<file path="config.mk">
export PLATFORM = sky130hd
export DESIGN_NAME = bcd_display_scan
export DESIGN_NICKNAME = d
export VERILOG_FILES = /design/src/rtl/bcd_display_scan.sv
export SDC_FILE = /design/constraint.sdc
export NUM_CORES = 1
export LEC_CHECK = 0
export ABC_CLOCK_PERIOD_IN_PS = 4600
export CORE_MARGIN = 4
export CORE_UTILIZATION = 60
export CTS_CLUSTER_DIAMETER = 120
export DETAILED_ROUTE_END_ITERATION = 8
export PLACE_DENSITY = 0.84
export SLEW_MARGIN = 20
export SYNTH_ARGS = -nofsm -noshare
export SYNTH_HDL_FRONTEND = slang
export SYNTH_SLANG_ARGS = --single-unit
</file>
<file path="constraint.sdc">
create_clock -name clk_50 -period 4.6 [get_ports clk_50]
set_input_delay 0.69 -clock clk_50 [delete_from_list [all_inputs] [get_ports clk_50]]
set_output_delay 0.69 -clock clk_50 [all_outputs]
set_load 0.02 [all_outputs]
</file>
<file path="src/rtl/bcd_display_scan.sv">
// Six-digit multiplexed common-anode 7-segment driver for packed-BCD hh:mm:ss.
// Latches a whole frame at wrap, blanks anodes for one guard cycle per digit, blinks separator dots.
module bcd_display_scan #(
  parameter int CLK_HZ   = 50_000_000,
  parameter int DIGIT_HZ = 6000,
  parameter int BLINK_HZ = 1,
  parameter int LZ_BLANK = 1
) (
  input  logic       clk_50,
  input  logic       reset,
  input  logic [7:0] hour,
  input  logic [7:0] minute,
  input  logic [7:0] second,
  input  logic       enable,
  output logic [6:0] seg,
  output logic       dp,
  output logic [5:0] an,
  output logic       frame_start
);
  localparam int DIV  = CLK_HZ / DIGIT_HZ;
  localparam int HALF = CLK_HZ / (2 * BLINK_HZ);
  localparam int CW   = (DIV > 1) ? $clog2(DIV) : 1;
  localparam int BW   = (HALF > 1) ? $clog2(HALF) : 1;

  logic [CW-1:0] cnt_q;
  logic [2:0]    digit_q;
  logic [BW-1:0] blink_q;
  logic          phase_q;
  logic [23:0]   snap_q;

  logic          tick, wrap, blank;
  logic [3:0]    nib;
  logic [6:0]    seg_d;
  logic [5:0]    an_d;
  logic          dp_d, fs_d;

  function automatic logic [6:0] seg7(input logic [3:0] v);
    case (v)
      4'd0:    seg7 = 7'b1000000;
      4'd1:    seg7 = 7'b1111001;
      4'd2:    seg7 = 7'b0100100;
      4'd3:    seg7 = 7'b0110000;
      4'd4:    seg7 = 7'b0011001;
      4'd5:    seg7 = 7'b0010010;
      4'd6:    seg7 = 7'b0000010;
      4'd7:    seg7 = 7'b1111000;
      4'd8:    seg7 = 7'b0000000;
      4'd9:    seg7 = 7'b0010000;
      default: seg7 = 7'b0111111;
    endcase
  endfunction

  always_comb begin
    tick = (cnt_q == CW'(DIV - 1));
    wrap = (blink_q == BW'(HALF - 1));
    case (digit_q)
      3'd1:    nib = snap_q[7:4];
      3'd2:    nib = snap_q[11:8];
      3'd3:    nib = snap_q[15:12];
      3'd4:    nib = snap_q[19:16];
      3'd5:    nib = snap_q[23:20];
      default: nib = snap_q[3:0];
    endcase
    blank = (LZ_BLANK != 0) && (digit_q == 3'd5) && (nib == 4'd0);
    seg_d = blank ? 7'b1111111 : seg7(nib);
    // a tick means the next cycle belongs to a new digit, so it becomes the guard cycle
    an_d  = (tick || blank || !enable) ? 6'b111111 : ~(6'b1 << digit_q);
    dp_d  = !(!tick && phase_q && (digit_q == 3'd2 || digit_q == 3'd4));
    fs_d  = tick && (digit_q == 3'd5);
  end

  always_ff @(posedge clk_50 or negedge reset) begin
    if (!reset) begin
      cnt_q       <= '0;
      digit_q     <= '0;
      blink_q     <= '0;
      phase_q     <= 1'b0;
      snap_q      <= '0;
      an          <= 6'b111111;
      seg         <= 7'b1111111;
      dp          <= 1'b1;
      frame_start <= 1'b0;
    end else begin
      cnt_q   <= tick ? '0 : cnt_q + 1'b1;
      blink_q <= wrap ? '0 : blink_q + 1'b1;
      phase_q <= phase_q ^ wrap;
      if (tick) begin
        digit_q <= (digit_q == 3'd5) ? 3'd0 : digit_q + 3'd1;
        if (digit_q == 3'd5) snap_q <= {hour, minute, second};
      end
      an          <= an_d;
      seg         <= seg_d;
      dp          <= dp_d;
      frame_start <= fs_d;
    end
  end
endmodule
</file>
==> run summary <==
================================================================================
Result of the run                                                      completed
Std-Cell Core Area                                                     6420 um^2
Clock slew at reported path FFs                                          0.08 ns
Count of mapped cells out of synthesis                                       344
Maximum fanout along the worst path                                           21
Via count normalized by instance count                                      5.85
Sum of negative setup slack                                                 0 ns
Adder-cell share of the synthesized area                                   2.18%
Unrepaired setup endpoints after global routing                               no
Maximum number of buffers from clock root to sink                              2
Max-capacitance violation count                                                0
Clk_lat worst skew                                                       0.35 ns
Final period demand of the worst path                                    3.32 ns
Count of input and output buffers                                             41
Clock tree root driver cell                                         sky130_fd_sc_hd__clkbuf_8
Actual transition at the worst max-transition pin                       0.839 ns
FF+latch count, synth                                                         82
Power per Cell Area                                                  300 nW/um^2
Required time of the worst setup path                                    4.86 ns
Maximum clock skew at final layout                                    0.00754 ns
Most instantiated flip-flop cell in the synthesis netlist           sky130_fd_sc_hd__dfrtp_1
Yosys warnings                                                                 0
Number of DRC markers after the initial detailed-route iteration             222
Critical Path, Cell by Cell                                         inv_1, ha_1, nor4_1, a21o_1, o32a_1, inv_1, ha_1, and2_1, mux2i_1, a32oi_1
Antenna diodes                                                                 0
Max incr delay on CP                                                     0.79 ns
TritonRoute pass-1 iters                                                       4
Post-CTS repair timing setup buffer count                                      0
Via count of the first global-routing pass                                 2,765
Number of buffers added to fix hold violations after cts                       0
Avg Inst Size Synth                                                    11.7 um^2
DR vias                                                                    2,720
I/O pin count                                                                 42
Peak ir drop on the vdd network                                         0.210 mV
TritonCTS clock tree                                                         yes
GRT Util Overall                                                           19.9%
Fraction of final layout cells with drive strength greater than 1          17.5%
Total of endpoints with negative setup slack in the final report               0
Netlist area before placement                                          4020 um^2
Share of synthesized flip-flops with an asynchronous set or reset           100%
Count of flip-flops with a built-in enable after synthesis                     0
Number of nets produced by synthesis                                         378
Critical Setup Path Class                                           flop to flop
Final-stage net count                                                        417
Multiplexer area fraction after synthesis                                  10.8%
Area share of xor/xnor cells in the synthesized design                     7.41%
HPWL after detailed placement                                            5220 um
Number of endpoints with negative hold slack in the final report               0
Routed wire length per instance                                          16.4 um
Leakage power                                                            2.07 nW
Fmax                                                                     301 MHz
Area share of and/or/nand/nor cells after synthesis                        16.9%
Final Total Pwr                                                        0.00141 W
Library cells used by synthesis                                               53
Die height                                                               89.8 um
Global-route wire length before repair                                 13,300 um
Area grow syn2layout                                                       16.8%
# H-tree levels                                                                3
Initial standard-cell utilization of the core                              62.6%
Final number of max-transition violations                                      0
Worst slew margin relative to its limit                                    43.6%
Remaining DRCs                                                                 0
Area fraction in compound gates after synthesis                            7.63%
Type of the most critical hold path                                 primary input to asynchronous set/reset pin
Antenna viol nets, final                                                       0
Largest net degree at the start of global routing                             83
Fraction of the yosys area taken by sequential cells                       51.5%
Crit. End Element                                                           flop
Final global-route overflow total                                              0
Final RePlAce weighted congestion                                          0.858
Area of the die                                                        8070 um^2
Cell type of the slowest stage on the worst timing path             sky130_fd_sc_hd__dfrtp_1
Number of core rows                                                           29
Largest family of logic cells by synthesized area                   simple AND/OR/NAND/NOR gates
Cts repair resizes                                                             0
Kind of start point of the critical path                                    flop
Inserted Clock Buffers                                                         9
Part of the cycle the worst path needs                                     72.1%
Antenna violations before repair                                               0
Drt total wl                                                             7600 um
Die Span X                                                               89.8 um
CTS Sinks                                                                     82
Crit path DAT                                                            3.58 ns
================================================================================
metal layers:
layer / track usage [%] / vias to the layer above / share of wire (%)
met5: 0 / - / 0
met4: 7.66 / 0 / 1.7
met3: 2.84 / 12 / 3.8
met2: 30.4 / 68 / 46
met1: 29.1 / 1348 / 48
li1: - / 1292 / -
path summary, 6_finish.rpt:
check | start | to | slack (ns) | cells past startpoint
setup / recovery | digit_q[2] | seg[4] | 1.28 | 10
hold / removal | reset | snap_q[13] | 0.36 | 1
setup reg to reg | digit_q[2] | seg[4] | 1.28 | 10
hold reg to reg | phase_q | dp | 0.46 | 1
max in group asynchronous | reset | snap_q[23] | 3.74 | 1
min in group clk_50 | phase_q | dp | 0.46 | 1
state kept, by name (all words and copies together) (netlist names):
signal       count
phase_q          1
blink_q         25
an               6
digit_q          3
dp               1
frame_start      1
cnt_q           14
seg              7
snap_q          24
cell type report:
class / count / area [um^2]
Fill cell: 434 / 1730
Clock buffer: 12 / 155
Clock inverter: 4 / 97.6
Sequential cell: 82 / 2070
Multi-Input combinational cell: 238 / 1810
Inverter: 9 / 33.8
Timing Repair Buffer: 43 / 427
Tap cell: 77 / 96.3
report_power, final:
group / switching, W / total, W / internal, W
clock network: 0.000255 / 0.000646 / 0.000391
registers: 0.000000239 / 0.000722 / 0.000722
logic: 0.0000182 / 0.0000389 / 0.0000207
cell usage after synthesis (all sizes together) (4+ instances only):
library cell  count  share of area (%)
dfrtp            68                 42
mux2             26                9.1
nor2             26                2.4
nand2            24                2.2
nand3            18                2.2
xnor2            18                3.9
xor2             16                3.5
dfstp            14                9.2
buf              10                2.3
inv               9               0.84
and2              7                1.1
ha                7                2.2
mux2i             7                1.7
and3              6               0.93
nor4              6                1.3
o21ai             6               0.75
a21o              5               0.93
a21oi             5               0.62
and4              5                1.1
clkbuf            5               0.47
nand4             5               0.78
nor3              5               0.62
a211oi            4               0.75
a21boi            4               0.75
nor3b             4               0.75
or3b              4               0.87
cell families (layout without fill, tap and decap cells):
kind of cell / Yosys count / after routing
AO/OA/AOI/OAI: 41 / 41
buffers and inverters: 24 / 68
multiplexers: 33 / 33
adder cells (fa/ha/maj): 7 / 7
XOR/XNOR: 34 / 34
flip-flops: 82 / 82
AND/OR/NAND/NOR: 123 / 123
worst max-delay path: cells and delay by family, from the launching register on:
kind                     cells  cell delay, ns
AO/OA/AOI/OAI                3            0.55
buffers and inverters        2            0.36
multiplexers                 1            0.21
AND/OR/NAND/NOR              2            0.71
flip-flops                   1            0.79
adder cells (fa/ha/maj)      2            0.59
stage by stage:
step / area, um^2 / utilization, % / hold WS, ns / setup WS, ns / cells
floorplan: 4020 / - / 0.394 / 1.73 / 344
global placement: 4430 / 68.9 / 0.438 / 1.61 / 449
detailed placement: 4430 / 68.9 / 0.442 / 1.38 / 449
CTS: 4680 / 72.9 / 0.461 / 1.35 / 465
global route: 4690 / 73.0 / 0.436 / 1.04 / 465
finish: 4690 / 73.0 / 0.361 / 1.28 / 465
cell usage in the layout, fill, tap and decap left out, types with 5 or more instances in the layout:
| cell type | instances |
|---|---|
| sky130_fd_sc_hd__dfstp_2 | 14 |
| sky130_fd_sc_hd__and4_1 | 5 |
| sky130_fd_sc_hd__mux2_2 | 6 |
| sky130_fd_sc_hd__xnor2_1 | 18 |
| sky130_fd_sc_hd__mux2_4 | 19 |
| sky130_fd_sc_hd__xor2_1 | 16 |
| sky130_fd_sc_hd__mux2i_1 | 7 |
| sky130_fd_sc_hd__clkbuf_8 | 11 |
| sky130_fd_sc_hd__and3_1 | 6 |
| sky130_fd_sc_hd__dfrtp_1 | 68 |
| sky130_fd_sc_hd__nand2_1 | 24 |
| sky130_fd_sc_hd__a21oi_1 | 5 |
| sky130_fd_sc_hd__nor3_1 | 5 |
| sky130_fd_sc_hd__nor2_1 | 26 |
| sky130_fd_sc_hd__nor4_1 | 5 |
| sky130_fd_sc_hd__o21ai_0 | 6 |
| sky130_fd_sc_hd__clkdlybuf4s50_1 | 40 |
| sky130_fd_sc_hd__ha_1 | 7 |
| sky130_fd_sc_hd__nand3_1 | 18 |
| sky130_fd_sc_hd__nand4_1 | 5 |
| sky130_fd_sc_hd__and2_1 | 7 |
| sky130_fd_sc_hd__inv_1 | 9 |
| sky130_fd_sc_hd__a21o_1 | 5 |
(Power assumes the default switching activity.)
